--- config.mk ---
export PLATFORM = sky130hd
export DESIGN_NAME = matmul_sequencer_flat
export DESIGN_NICKNAME = d
export VERILOG_FILES = /design/src/rtl/matmul_pkg.sv /design/src/rtl/matmul_sequencer_if.sv /design/src/rtl/skew_line.sv /design/src/rtl/matmul_sequencer.sv /design/src/flat_wrapper.sv
export SDC_FILE = /design/constraint.sdc
export NUM_CORES = 1
export LEC_CHECK = 0
export CORE_ASPECT_RATIO = 1.4
export CORE_MARGIN = 2
export CORE_UTILIZATION = 42
export DETAILED_ROUTE_END_ITERATION = 8
export HOLD_SLACK_MARGIN = 0.02
export PLACE_DENSITY = 0.85
export SYNTH_ARGS = -nofsm -noshare
export SYNTH_HDL_FRONTEND = slang
export SYNTH_SLANG_ARGS = --single-unit
--- constraint.sdc ---
create_clock -name clk_i -period 2.1 [get_ports clk_i]
set_input_delay 0.42 -clock clk_i [delete_from_list [all_inputs] [get_ports clk_i]]
set_output_delay 0.42 -clock clk_i [all_outputs]
set_load 0.005 [all_outputs]
--- src/rtl/matmul_pkg.sv ---
// Shared definitions for the matrix-multiply sequencer.
//   - DEFAULT_TIMEOUT : default WAIT-cycle budget before an error is reported
//   - state_e         : sequencer FSM states (IDLE, FEED, WAIT)
//   - max_dim()       : number of DATA_WIDTH lanes packed in one operand word
//   - addr_width()    : operand word-index width, never narrower than 1 bit
//   - lane_lsb()      : low bit index of a lane inside a packed word
package matmul_pkg;

  localparam int DEFAULT_TIMEOUT = 64;

  typedef enum logic [1:0] {
    ST_IDLE = 2'd0,
    ST_FEED = 2'd1,
    ST_WAIT = 2'd2
  } state_e;

  function automatic int max_dim(input int bus_width, input int data_width);
    return bus_width / data_width;
  endfunction

  function automatic int addr_width(input int dim);
    return (dim > 1) ? $clog2(dim) : 1;
  endfunction

  function automatic int lane_lsb(input int lane, input int data_width);
    return lane * data_width;
  endfunction

endpackage

--- src/rtl/matmul_sequencer_if.sv ---
// Host-side handshake of the matrix-multiply sequencer.
//   master : host / register block (drives start_i, mode_i, abort_i)
//   slave  : sequencer (drives busy_o, done_o, err_o, flags_o, cycles_o)
// flags_o holds one overflow flag per PE; cycles_o is the WAIT-cycle count
// of the last completed operation.
interface matmul_sequencer_if
  import matmul_pkg::*;
#(
  parameter int BUS_WIDTH  = 16,
  parameter int DATA_WIDTH = 8,
  parameter int TIMEOUT    = DEFAULT_TIMEOUT,
  localparam int MAX_DIM   = max_dim(BUS_WIDTH, DATA_WIDTH),
  localparam int CW        = $clog2(TIMEOUT + 1),
  localparam int FN        = MAX_DIM * MAX_DIM
);

  logic          start_i;
  logic          mode_i;
  logic          abort_i;
  logic          busy_o;
  logic          done_o;
  logic          err_o;
  logic [FN-1:0] flags_o;
  logic [CW-1:0] cycles_o;

  modport master (
    output start_i, mode_i, abort_i,
    input  busy_o, done_o, err_o, flags_o, cycles_o
  );

  modport slave (
    input  start_i, mode_i, abort_i,
    output busy_o, done_o, err_o, flags_o, cycles_o
  );

endinterface

--- src/rtl/skew_line.sv ---
// One lane of the diagonal skew: a DATA_WIDTH-wide shift register of DEPTH
// stages (DEPTH = 0 is a plain wire). clr_i empties every stage on the next
// clock edge.
//   clk_i : clock
//   clr_i : synchronous clear, active high
//   d_i   : lane data in
//   q_o   : lane data delayed DEPTH cycles
module skew_line #(
  parameter int DATA_WIDTH = 8,
  parameter int DEPTH      = 0
) (
  input  logic                  clk_i,
  input  logic                  clr_i,
  input  logic [DATA_WIDTH-1:0] d_i,
  output logic [DATA_WIDTH-1:0] q_o
);

  if (DEPTH == 0) begin : g_pass
    // Lane 0 has no delay; clock and clear are deliberately left unused.
    logic unused_ok;
    assign unused_ok = &{1'b0, clk_i, clr_i};
    assign q_o = d_i;
  end else begin : g_shift
    logic [DATA_WIDTH-1:0] stage_reg [DEPTH];

    always_ff @(posedge clk_i) begin
      if (clr_i) begin
        for (int i = 0; i < DEPTH; i++) stage_reg[i] <= '0;
      end else begin
        stage_reg[0] <= d_i;
        for (int i = 1; i < DEPTH; i++) stage_reg[i] <= stage_reg[i-1];
      end
    end

    assign q_o = stage_reg[DEPTH-1];
  end

endmodule

--- src/rtl/matmul_sequencer.sv ---
// Runs one matrix multiply on a MAX_DIM x MAX_DIM systolic PE array.
// Reads A-column / B-row words k = 0..MAX_DIM-1 from two synchronous operand
// memories, skews lane i by i cycles onto the array buses, pulses the array
// start bit with the first lane-0 data, then waits for the array's done and
// reports completion (done_o, flags_o, cycles_o) or a timeout (err_o).
//   clk_i, rst_ni          : clock, synchronous active-low reset
//   host                   : host handshake (start/mode/abort, busy/done/err,
//                            flags, cycles)
//   op_rd_en_o, op_addr_o  : operand memory read strobe and word index
//   a_word_i, b_word_i     : operand words, valid the cycle after the read
//   arr_a_o, arr_b_o       : skewed operand buses to the array
//   arr_start_o, arr_mode_o: array control bits
//   arr_done_i, arr_flags_i: array completion and overflow flags
module matmul_sequencer
  import matmul_pkg::*;
#(
  parameter int BUS_WIDTH  = 16,
  parameter int DATA_WIDTH = 8,
  parameter int TIMEOUT    = DEFAULT_TIMEOUT,
  localparam int MAX_DIM   = max_dim(BUS_WIDTH, DATA_WIDTH),
  localparam int AW        = addr_width(MAX_DIM),
  localparam int CW        = $clog2(TIMEOUT + 1),
  localparam int FN        = MAX_DIM * MAX_DIM
) (
  input  logic                 clk_i,
  input  logic                 rst_ni,
  matmul_sequencer_if.slave    host,
  output logic                 op_rd_en_o,
  output logic [AW-1:0]        op_addr_o,
  input  logic [BUS_WIDTH-1:0] a_word_i,
  input  logic [BUS_WIDTH-1:0] b_word_i,
  output logic [BUS_WIDTH-1:0] arr_a_o,
  output logic [BUS_WIDTH-1:0] arr_b_o,
  output logic                 arr_start_o,
  output logic                 arr_mode_o,
  input  logic                 arr_done_i,
  input  logic [FN-1:0]        arr_flags_i
);

  // FEED lasts 2*MAX_DIM cycles: MAX_DIM reads, then the skew drains.
  localparam int FW        = $clog2(2 * MAX_DIM);
  localparam int LAST_FEED = 2 * MAX_DIM - 1;

  state_e        state_reg, state_next;
  logic [FW-1:0] feed_cnt_reg, feed_cnt_next;
  logic [CW-1:0] wait_cnt_reg, wait_cnt_next;
  logic [CW-1:0] wait_count;
  logic          mode_reg, mode_next;
  logic          done_reg, done_next;
  logic          err_reg, err_next;
  logic [FN-1:0] flags_reg, flags_next;
  logic [CW-1:0] cycles_reg, cycles_next;
  logic          data_valid_reg;
  logic          abort_clr;
  logic          in_feed;

  // WAIT cycles used so far, counting the current one.
  assign wait_count = wait_cnt_reg + CW'(1);

  always_comb begin
    state_next    = state_reg;
    feed_cnt_next = feed_cnt_reg;
    wait_cnt_next = wait_cnt_reg;
    mode_next     = mode_reg;
    done_next     = 1'b0;
    err_next      = 1'b0;
    flags_next    = flags_reg;
    cycles_next   = cycles_reg;
    abort_clr     = 1'b0;
    case (state_reg)
      ST_IDLE: begin
        // abort_i is meaningless here, so start always wins.
        if (host.start_i) begin
          state_next    = ST_FEED;
          mode_next     = host.mode_i;
          feed_cnt_next = '0;
        end
      end
      ST_FEED: begin
        if (host.abort_i) begin
          state_next = ST_IDLE;
          abort_clr  = 1'b1;
        end else if (feed_cnt_reg == FW'(LAST_FEED)) begin
          state_next    = ST_WAIT;
          wait_cnt_next = '0;
        end else begin
          feed_cnt_next = feed_cnt_reg + FW'(1);
        end
      end
      ST_WAIT: begin
        // Priority: abort, then done, then timeout.
        if (host.abort_i) begin
          state_next = ST_IDLE;
          abort_clr  = 1'b1;
        end else if (arr_done_i) begin
          state_next  = ST_IDLE;
          flags_next  = arr_flags_i;
          cycles_next = wait_count;
          done_next   = 1'b1;
        end else if (wait_count == CW'(TIMEOUT)) begin
          state_next  = ST_IDLE;
          cycles_next = wait_count;
          err_next    = 1'b1;
        end else begin
          wait_cnt_next = wait_count;
        end
      end
      default: state_next = ST_IDLE;
    endcase
    if (state_next == ST_IDLE) mode_next = 1'b0;
  end

  always_ff @(posedge clk_i) begin
    if (!rst_ni) begin
      state_reg      <= ST_IDLE;
      feed_cnt_reg   <= '0;
      wait_cnt_reg   <= '0;
      mode_reg       <= 1'b0;
      done_reg       <= 1'b0;
      err_reg        <= 1'b0;
      flags_reg      <= '0;
      cycles_reg     <= '0;
      data_valid_reg <= 1'b0;
    end else begin
      state_reg      <= state_next;
      feed_cnt_reg   <= feed_cnt_next;
      wait_cnt_reg   <= wait_cnt_next;
      mode_reg       <= mode_next;
      done_reg       <= done_next;
      err_reg        <= err_next;
      flags_reg      <= flags_next;
      cycles_reg     <= cycles_next;
      // Memory data returns one cycle after each read.
      data_valid_reg <= op_rd_en_o & ~host.abort_i;
    end
  end

  assign in_feed     = (state_reg == ST_FEED);
  assign op_rd_en_o  = in_feed && (feed_cnt_reg < FW'(MAX_DIM));
  assign op_addr_o   = op_rd_en_o ? feed_cnt_reg[AW-1:0] : '0;
  // Second FEED cycle: the first word reaches lane 0.
  assign arr_start_o = in_feed && (feed_cnt_reg == FW'(1));
  assign arr_mode_o  = mode_reg;

  assign host.busy_o   = (state_reg != ST_IDLE);
  assign host.done_o   = done_reg;
  assign host.err_o    = err_reg;
  assign host.flags_o  = flags_reg;
  assign host.cycles_o = cycles_reg;

  // Gating before the skew lines means invalid slots travel down every lane
  // as zeros, so no per-lane valid tracking is needed.
  logic                 feed_valid;
  logic                 skew_clr;
  logic [BUS_WIDTH-1:0] a_gated, b_gated;

  assign feed_valid = data_valid_reg && in_feed;
  assign a_gated    = feed_valid ? a_word_i : '0;
  assign b_gated    = feed_valid ? b_word_i : '0;
  assign skew_clr   = ~rst_ni | abort_clr;

  for (genvar gi = 0; gi < MAX_DIM; gi++) begin : g_lane
    localparam int LSB = lane_lsb(gi, DATA_WIDTH);
    logic [DATA_WIDTH-1:0] a_skew, b_skew;

    skew_line #(.DATA_WIDTH(DATA_WIDTH), .DEPTH(gi)) u_skew_a (
      .clk_i (clk_i),
      .clr_i (skew_clr),
      .d_i   (a_gated[LSB +: DATA_WIDTH]),
      .q_o   (a_skew)
    );

    skew_line #(.DATA_WIDTH(DATA_WIDTH), .DEPTH(gi)) u_skew_b (
      .clk_i (clk_i),
      .clr_i (skew_clr),
      .d_i   (b_gated[LSB +: DATA_WIDTH]),
      .q_o   (b_skew)
    );

    assign arr_a_o[LSB +: DATA_WIDTH] = in_feed ? a_skew : '0;
    assign arr_b_o[LSB +: DATA_WIDTH] = in_feed ? b_skew : '0;
  end

endmodule

--- src/flat_wrapper.sv ---
// flat-port wrapper written by rule: the top's interface ports become plain ports
module matmul_sequencer_flat import matmul_pkg::*;
#(
  parameter int BUS_WIDTH  = 16,
  parameter int DATA_WIDTH = 8,
  parameter int TIMEOUT    = DEFAULT_TIMEOUT,
  localparam int MAX_DIM   = max_dim(BUS_WIDTH, DATA_WIDTH),
  localparam int AW        = addr_width(MAX_DIM),
  localparam int CW        = $clog2(TIMEOUT + 1),
  localparam int FN        = MAX_DIM * MAX_DIM
)
  (clk_i, rst_ni, op_rd_en_o, op_addr_o, a_word_i, b_word_i, arr_a_o, arr_b_o, arr_start_o, arr_mode_o, arr_done_i, arr_flags_i, host_start_i, host_mode_i, host_abort_i, host_busy_o, host_done_o, host_err_o, host_flags_o, host_cycles_o);
  matmul_sequencer_if #(.BUS_WIDTH(BUS_WIDTH), .DATA_WIDTH(DATA_WIDTH), .TIMEOUT(TIMEOUT)) host_i ();
  input  logic clk_i;
  input  logic rst_ni;
  output logic op_rd_en_o;
  output logic [AW-1:0] op_addr_o;
  input  logic [BUS_WIDTH-1:0] a_word_i;
  input  logic [BUS_WIDTH-1:0] b_word_i;
  output logic [BUS_WIDTH-1:0] arr_a_o;
  output logic [BUS_WIDTH-1:0] arr_b_o;
  output logic arr_start_o;
  output logic arr_mode_o;
  input  logic arr_done_i;
  input  logic [FN-1:0] arr_flags_i;
  input wire logic [$bits(host_i.start_i)-1:0] host_start_i;
  input wire logic [$bits(host_i.mode_i)-1:0] host_mode_i;
  input wire logic [$bits(host_i.abort_i)-1:0] host_abort_i;
  output wire logic [$bits(host_i.busy_o)-1:0] host_busy_o;
  output wire logic [$bits(host_i.done_o)-1:0] host_done_o;
  output wire logic [$bits(host_i.err_o)-1:0] host_err_o;
  output wire logic [$bits(host_i.flags_o)-1:0] host_flags_o;
  output wire logic [$bits(host_i.cycles_o)-1:0] host_cycles_o;
  assign host_i.start_i = host_start_i;
  assign host_i.mode_i = host_mode_i;
  assign host_i.abort_i = host_abort_i;
  assign host_busy_o = host_i.busy_o;
  assign host_done_o = host_i.done_o;
  assign host_err_o = host_i.err_o;
  assign host_flags_o = host_i.flags_o;
  assign host_cycles_o = host_i.cycles_o;
  matmul_sequencer #(.BUS_WIDTH(BUS_WIDTH), .DATA_WIDTH(DATA_WIDTH), .TIMEOUT(TIMEOUT)) u_core (.clk_i(clk_i), .rst_ni(rst_ni), .host(host_i), .op_rd_en_o(op_rd_en_o), .op_addr_o(op_addr_o), .a_word_i(a_word_i), .b_word_i(b_word_i), .arr_a_o(arr_a_o), .arr_b_o(arr_b_o), .arr_start_o(arr_start_o), .arr_mode_o(arr_mode_o), .arr_done_i(arr_done_i), .arr_flags_i(arr_flags_i));
endmodule
# ---- After elaboration in Yosys (flattened, before gate mapping)
# Memory sizes are Yosys's and may differ from the RTL's.
# Index checks and enable logic that the tools add are counted.
# W data, S select, Z words.
dict set report op_classes {
  reduce_logical 20
  muxes 37
  magnitude_cmp 1
  n_eq_ne 12
  bitwise 5
  addsub 2
}
# cell count
set op_table {}
lappend op_table {{$mux W7} 7}
lappend op_table {{$mux W8} 6}
lappend op_table {{$mux W16} 2}
lappend op_table {{$mux W2} 9}
lappend op_table {{$reduce_or A8 Y1} 2}
lappend op_table {{$ne A2 B2 Y1 const B} 7}
lappend op_table {{$pmux W7 S2} 1}
lappend op_table {{$mux W1} 10}
lappend op_table {{$reduce_bool A2 Y1} 4}
lappend op_table {{$add A7 B1 Y7 const B} 1}
lappend op_table {{$eq A7 B7 Y1 const B} 1}
lappend op_table {{$pmux W2 S3} 1}
lappend op_table {{$reduce_and A3 Y1} 2}
lappend op_table {{$reduce_and A6 Y1} 1}
lappend op_table {{$eq A2 B1 Y1 const B} 2}
lappend op_table {{$eq A2 B2 Y1 const B} 2}
lappend op_table {{$logic_not A2 Y1} 2}
lappend op_table {{$pmux W2 S2} 1}
lappend op_table {{$reduce_and A4 Y1} 1}
lappend op_table {{$reduce_or A2 Y1} 2}
lappend op_table {{$reduce_or A4 Y1} 1}
lappend op_table {{$logic_and A1 B1 Y1} 3}
lappend op_table {{$not A1 Y1} 3}
lappend op_table {{$reduce_or A3 Y1} 1}
lappend op_table {{other kinds (5)} 5}
dict set report word_totals {
  output_inout_bits 50
  register_bits 26
  wordCells 88
  mem_bits_rw 16
  memories 2
}
# memory depth width read_ports rd_ports_with_merged_regs write_ports line_no
set memory_table {}
lappend memory_table {{u_core.g_lane[1].u_skew_a.g_shift.stage_reg} 1 8 1 0 1 skew_line.sv:24} ;# logic [DATA_WIDTH-1:0] stage_reg [DEPTH];
lappend memory_table {{u_core.g_lane[1].u_skew_b.g_shift.stage_reg} 1 8 1 0 1 skew_line.sv:24}

# ---- Depth between registers and ports, before layout
# Gate-level depths: netlist (run 1).
dict set report logic_depth {
  word_depth 8
  ltp_mapped 7
  ltp_nobuf 7
}

# ---- Modules after synthesis
# Synthesis (run 1) repeated with hierarchy kept, for this count alone.
dict set report hier_totals {
  hier_cells 296
  area_unflattened_um2 2463.6
}
# module n_inst area_each_um2 seq_area_each_um2 cells_each
set modules_own_cells {}
lappend modules_own_cells {matmul_sequencer 1 1923.1 520.5 248}
lappend modules_own_cells {{skew_line at u_core.g_lane[1].u_skew_a ...} 2 210.2 160.2 16}
lappend modules_own_cells {{skew_line at u_core.g_lane[0].u_skew_a ...} 2 60.1 0.0 8}

# ---- Least setup slack after synthesis (run 1)
# OpenSTA, ideal clock, no wires.
dict set report synth_timing {
  path_type {register to register}
  start {reg u_core.state_reg[0]}
  end {reg u_core.wait_cnt_reg[6]}
  path_buffers 0
  path_stages_with_launch 8
  setup_time_ps 70
  path_slack_ps 233
  t_arrival_ps 1796
  synth_period_minus_slack_ps 1867
  t_required_ps 2030
  cell_sequence {dfxtp_1 -> inv_1 -> ha_1 -> nand2b_1 -> nor3_2 -> or3b_2 -> o21ai_0 -> o21bai_1}
}
dict set report synth_via {
  elab_chain_cells 3
}
# item line_no
set synth_rtl {}
lappend synth_rtl {{start: declaration} matmul_sequencer.sv:44} ;# state_e state_reg, state_next;
lappend synth_rtl {{start signal: assignment} matmul_sequencer.sv:125} ;# state_reg <= state_next;
lappend synth_rtl {{$eq A2 B1 Y1 / $eq A2 B2 Y1 (equally long branches)} matmul_sequencer.sv:70} ;# case (state_reg)
lappend synth_rtl {{$ne A2 B2 Y1 (no source line) / $reduce_bool A2 Y1 (equally long branches)} n/a}
lappend synth_rtl {{$reduce_and A6 Y1 (no source line)} n/a}
lappend synth_rtl {{end signal: assignment} matmul_sequencer.sv:127} ;# wait_cnt_reg <= wait_cnt_next;
lappend synth_rtl {{end: declaration} matmul_sequencer.sv:46} ;# logic [CW-1:0] wait_cnt_reg, wait_cnt_next;
# Parallel ways exist; a longest one is shown, timed or not.
# A chain may end at the register's enable or synchronous reset.

# ---- Worst setup path in the final report (run 1)
dict set report layout_timing {
  start {reg u_core.state_reg[1]}
  end {out arr_b_o[15]}
}
dict set report layout_via {
  elab_chain_cells 2
}
# item line_no
set layout_rtl {}
lappend layout_rtl {{$eq A2 B1 Y1} matmul_sequencer.sv:138} ;# assign in_feed = (state_reg == ST_FEED);
lappend layout_rtl {{$mux W8} matmul_sequencer.sv:181} ;# assign arr_b_o[LSB +: DATA_WIDTH] = in_feed ? b_skew : '0;
lappend layout_rtl {{end: declaration} flat_wrapper.sv:21} ;# output logic [BUS_WIDTH-1:0] arr_b_o;
# Every way passes these cells.

==> metrics, run 1 <==
met3 wire len 243 um; drt total wl 6090 um; Int Power 1.20 mW; routed len/inst 14.9 um; minimum clock period 2.06 ns; reg2reg path depth 6; P_leak 1.92 nW; Slowest-stage cell, CP clkdlybuf4s50_1; Max FO, Critical Path 18; post-route cell area 3390 um2; Initial Util 0.434; Multi-input gate area 1210 um2; Post-Synthesis Cells 240; Post-Place Cells 397; largest net degree at the start of global routing 33; site row count 30; status complete, no violations; switching power share of the total 0.233; Final Non-Filler Cells 409; Placed Instance Area 3150 um2; Worst Setup End Kind output pin; DIE AREA 5590 um2; worst hold slack 0.464 ns; Sw Pwr 0.365 mW; worst-path cell chain inv_2 -> ha_4 -> buf_12 -> and2_1 -> clkdlybuf4s50_1; gpl congestion 0.810; Num Clock Sinks 42; # DRC 0; H-tree depth 2; Peak Freq 485 MHz; Met2 Wirelength 3190 um; post-synthesis sequential area ratio 0.400; post-synth top area share 0.400; arrival time worst endpoint 1.64 ns; R2R Path End u_core.wait_cnt_reg[6]; share of layout cells above drive strength 1 0.125; Critical Path Start Type flop; top routing layer used met4; vias 2020; via density per instance 4.94; GRT Total Usage 0.205; Register-to-Register Setup Slack 0.14 ns; vias in the first global route 1946; worst hold path depth 2; Final Cycle Share 0.982; syn_area_per_cell 8.75 um2; WP data required 1.68 ns; cts bufs inserted 5; Critical Path Sink arr_b_o[15]; clk_skew 0.00420 ns; max-slew violations 0; fillers 353; Largest stage delay, worst path 0.50 ns; sequential cell area 843 um2; min-delay worst type reg2reg; Root Driver clkbuf_8; worst reg2reg path startpoint u_core.wait_cnt_reg[0]; Clock transition at path regs 0.08 ns; Max VDD drop 0.412 mV; setup violators final 0; largest cells by area after synthesis dfxtp_1 40%, and2_1 11%, and3_1 5.1%, nand2_1 4.8%, ha_1 4.2%; #FFs+latches synth 42; critical path type reg2out; leading cell type in the layout, fill and taps excluded clkdlybuf4s50_1; Die Ht 87.7 um; Routed Antenna Nets 0; nets 393; post-synth top area cell dfxtp_1; RSZ-0062 raised after global routing true; global-route congestion overflow total 0; Design Power 1.57 mW; M1 WL 2510 um; MaxCap Viol Count 0; CTS tree done; synthesized area 2100 um2; synth warn 0; Synthesized Nets 289; worst skew pair latency 0.29 ns; Clock Path Buffers 2; pwr/cell area 462 nW/um2; dpl hpwl 4450 um; Layout area overhead 61.4%; die span in x 63.8 um; Seq pwr share 0.516; endpoints failing hold 0; Clock Power Share 0.343; initial antenna violation count 0; first-pass GRT wire length 8940 um; Antenna Cells 0; combinational share of power 0.141; Max-slew headroom 0.676; core area 4840 um2; Synth cell types 43; Iteration-0 DRC Markers 79; PortBufs 91; commonest cells after routing, fill and taps aside 59 x clkdlybuf4s50_1, 40 x dfxtp_1, 38 x and2_1, 30 x dlymetal6s2s_1, 27 x nand2_1; Slew @ Worst Pin 0.485 ns; # IOs 92; Crit. Startpoint u_core.state_reg[1]; DR pass1 iterations 4
## power by group through the flow
stage | Combinational, mW | Sequential (mW) | Clock (mW)
2_1_floorplan | 0.0760 | 0.822 | 0
3_3_place_gp | 0.190 | 0.824 | 0
3_5_place_dp | 0.193 | 0.825 | 0
4_1_cts | 0.208 | 0.807 | 0.554
5_1_grt | 0.237 | 0.808 | 0.588
6_report | 0.221 | 0.807 | 0.537
## worst min-delay path by stage
stage	startpoint	slack, ns	to
floorplan	u_core.host.cycles_o[1]	0.45	u_core.host.cycles_o[1]
global placement	u_core.host.cycles_o[0]	0.44	u_core.host.cycles_o[0]
detailed placement	u_core.host.cycles_o[4]	0.45	u_core.host.cycles_o[4]
CTS	u_core.host.cycles_o[5]	0.46	u_core.host.cycles_o[5]
global route	u_core.host.cycles_o[6]	0.50	u_core.host.cycles_o[6]
finish	u_core.host.cycles_o[5]	0.46	u_core.host.cycles_o[5]
## through the flow
stage	setup slack, ns	setup TNS, ns	util
2_1_floorplan	0.233	0	-
3_3_place_gp	0.131	0	0.650
3_5_place_dp	0.0349	0	0.650
4_1_cts	0.000621	0	0.678
5_1_grt	-0.0460	-0.113	0.700
6_report	0.0372	0	0.700
## cells in the mapped netlist (all sizes together)
cell type and instances:
a22oi 1, clkbuf 10, a21o 1, and3 17, nand2b 7, dfxtp 42
nand2 27, a31oi 1, o21bai 1, o21ai 16, a211o 1, and2 38
a21boi 7, xnor2 1, nor3b 4, or3b 1, mux2 1, nor2 7
a211oi 2, buf 2, a21oi 5, xor2 1, o22ai 1, nor3 1
o211ai 1, a32o 1, a2111oi 1, nand4 1, inv 6, or2 2
nand4b 2, nand3b 1, nand3 7, and4 2, nor2b 6, ha 7
mux2i 8
## routing by layer
layer / track usage / vias to the layer above
li1: - / 1022
met1: 0.228 / 923
met2: 0.378 / 64
met3: 0.0373 / 11
met4: 0.0909 / 0
met5: 0 / -
## worst max-delay path: cells and delay by family, from the launching register on
kind,cells,cell delay (ns)
and+or+nand+nor,1,0.14
buffers and inverters,3,0.71
DFF,1,0.33
adders and majority gates,1,0.18
## layout make-up
type                            count  area share
Multi-Input combinational cell    180       0.357
Timing Repair Buffer              109       0.336
Sequential cell                    42       0.249
Clock buffer                        6      0.0244
Tap cell                           64      0.0236
Inverter                            6     0.00665
Clock inverter                      2     0.00369
## cell families after synthesis
| kind of cell | after synthesis | share of synthesized area |
|---|---|---|
| AO/OA/AOI/OAI | 39 | 0.139 |
| XOR/XNOR | 2 | 0.00834 |
| adder cells (fa/ha/maj) | 7 | 0.0417 |
| buffers and inverters | 18 | 0.0334 |
| flip-flops | 42 | 0.400 |
| multiplexers | 9 | 0.0435 |
| AND/OR/NAND/NOR | 123 | 0.334 |
## timing repair
item,CTS,global route
setup buffers,2,2
hold buffers,0,0
pin swaps,0,0
gates resized for setup,10,34
endpoints found under the setup margin,33,31
Note: power is estimated with default switching activity, not from simulation.
==> run 2, diff against run 1 <==
Settings changed: CTS_CLUSTER_SIZE set to 10.
==> results of run 2 <==
Same layout as run 1: the final DEF is identical, and so are final timing and power.
==> run 3, diff against run 2 <==
Settings changed: ABC_AREA set to 1, PLACE_DENSITY 0.85 to 0.84.
==> run 3 against run 2 <==
Largest power group unchanged. Critical path type unchanged. Worst hold slack worse by 0.023 ns. Via count increased by 12%. Critical endpoint unchanged. Maximum frequency shrank 0.20%. Routed wire length fell by 9.7%. Sequential power up 3.7%.
==> metrics, run 3 <==
status complete, no violations; post-synth top area share 0.391; # IOs 92; Slew @ Worst Pin 0.471 ns; Num Clock Sinks 42; largest net degree at the start of global routing 22; leading cell type in the layout, fill and taps excluded inv_1; initial antenna violation count 0; Max-slew headroom 0.683; DIE AREA 5720 um2; commonest cells after routing, fill and taps aside 82 x inv_1, 72 x clkdlybuf4s50_1, 66 x nand2_1, 56 x nor2_1, 40 x dfxtp_1; worst skew pair latency 0.30 ns; Worst path top cell family by delay buffers and inverters; largest cells by area after synthesis dfxtp_1 39%, inv_1 14%, nand2_1 12%, nor2_1 9.9%, nand3_1 4.2%; H-tree depth 2; gpl congestion 0.872; vias 2256; pwr/cell area 488 nW/um2; MaxCap Viol Count 0; nets 477; P_leak 1.92 nW; CTS tree done; ys async rst share 0; worst-path cell chain inv_2 -> ha_4 -> clkbuf_16 -> nand2_1 -> inv_1 -> clkdlybuf4s50_1; Routed Antenna Nets 0; post-synth top area cell dfxtp_1; endpoints failing hold 0; minimum clock period 2.07 ns; Iteration-0 DRC Markers 114; synth warn 0; syn_area_per_cell 6.54 um2; Post-synth EDFFs 0; Critical Path Start Type flop; synthesized area 2150 um2; Hold Buf Count CTS 0; clk_skew 0.0107 ns; RSZ-0062 raised after global routing true; via density per instance 4.59; post-route cell area 3310 um2; global-route congestion overflow total 0; cts bufs inserted 5; Worst Path Buf+Inv 4; Sum Neg Setup Slack 0 ns; DR pass1 iterations 4; max-slew violations 0; Top FF cell, synth dfxtp_1; Layout area overhead 54.0%; Final Cycle Share 0.984; Placed Instance Area 3130 um2; WP data required 1.68 ns; Post-Synthesis Cells 329; Initial Util 0.441; fillers 406; site row count 30; die span in x 64.5 um; Peak Freq 484 MHz; Clock Path Buffers 2; Die Ht 88.7 um; Max VDD drop 0.367 mV; setup violators final 0; Antenna Cells 0; post-layout util 0.679; count leader, synth inv_1; post-synthesis sequential area ratio 0.391; #FFs+latches synth 42; Synth cell types 25; arrival time worst endpoint 1.65 ns; core area 4880 um2; Max FO, Critical Path 8; Worst Setup End Kind output pin; Synthesized Nets 378; Slowest-stage cell, CP clkdlybuf4s50_1; critical path type reg2out; drt total wl 5500 um; Clock transition at path regs 0.07 ns; dpl hpwl 4120 um; vias in the first global route 2216; share of layout cells above drive strength 1 0.0794; Largest stage delay, worst path 0.49 ns; # DRC 0; Design Power 1.62 mW; PortBufs 91; routed len/inst 11.2 um; Root Driver clkbuf_8; Post-synth top cells 83 x inv_1, 67 x nand2_1, 57 x nor2_1; min-delay worst type reg2reg; GRT Total Usage 0.203; first-pass GRT wire length 9050 um
run 3: cell count changes after synthesis, sizes merged, moves of 4 or more:
cell / delta
a21boi: -7
a21oi: +11
and2: -38
and3: -17
clkbuf: -4
inv: +78
mux2i: -7
nand2: +43
nand2b: -7
nand3: +12
nor2: +54
nor2b: -6
nor3b: -4
o21ai: -6
run 3: path summary, 6_finish.rpt:
path	slack, ns	endpoint	startpoint	depth (start not counted)
worst min-delay path	0.44	u_core.host.flags_o[0]	u_core.host.flags_o[0]	2
worst min register to register	0.44	u_core.host.flags_o[0]	u_core.host.flags_o[0]	2
worst max-delay path	0.03	arr_b_o[15]	u_core.state_reg[1]	6
worst max register to register	0.26	u_core.host.cycles_o[3]	u_core.wait_cnt_reg[0]	11
run 3: metal layers:
metal  global-route usage  wire [um]  up-vias
li1                     -          -     1160
met3               0.0980        654       17
met4               0.0928        154        0
met5                    0          0        -
met1                0.188       1950      979
met2                0.376       2740      100
run 3: worst min-delay path: stages, from the launching register on:
cell	delay (ns)
dfxtp_1	0.31
inv_1	0.04
a21oi_1	0.05
run 3: layout make-up:
type	instances	area [um2]	area share
inverter	84	315	0.0952
tap	64	80.1	0.0242
sequential	42	843	0.255
multi-input combinational	194	951	0.287
clock buffer	5	68.8	0.0208
timing repair buffer	101	1040	0.315
clock inverter	2	10.0	0.00302
run 3: metrics by stage:
stage / cells / worst slack (ns) / hold WS (ns)
5_1_grt: 492 / -0.0494 / 0.498
6_report: 492 / 0.0331 / 0.442
3_5_place_dp: 482 / -0.0359 / 0.437
4_1_cts: 489 / 0.0171 / 0.446
3_3_place_gp: 482 / 0.116 / 0.430
2_1_floorplan: 329 / 0.287 / 0.440
run 3: cells by family after synthesis:
logic type,after synthesis,synth area share
adder cells (fa/ha/maj),7,0.0407
AND/OR/NAND/NOR,157,0.304
AO/OA/AOI/OAI,29,0.0779
flip-flops,42,0.391
buffers and inverters,93,0.182
multiplexers,1,0.00465
run 3: timing repair:
action,CTS,global route
cloned,0,1
buffers inserted,0,2
endpoints found under the setup margin,35,29
gates resized for setup,11,17
run 3: where the power goes:
part           internal [mW]  leakage (nW)  switching, mW
clock                  0.223        0.0438          0.264
sequential             0.816         0.340         0.0211
combinational          0.157          1.53          0.134
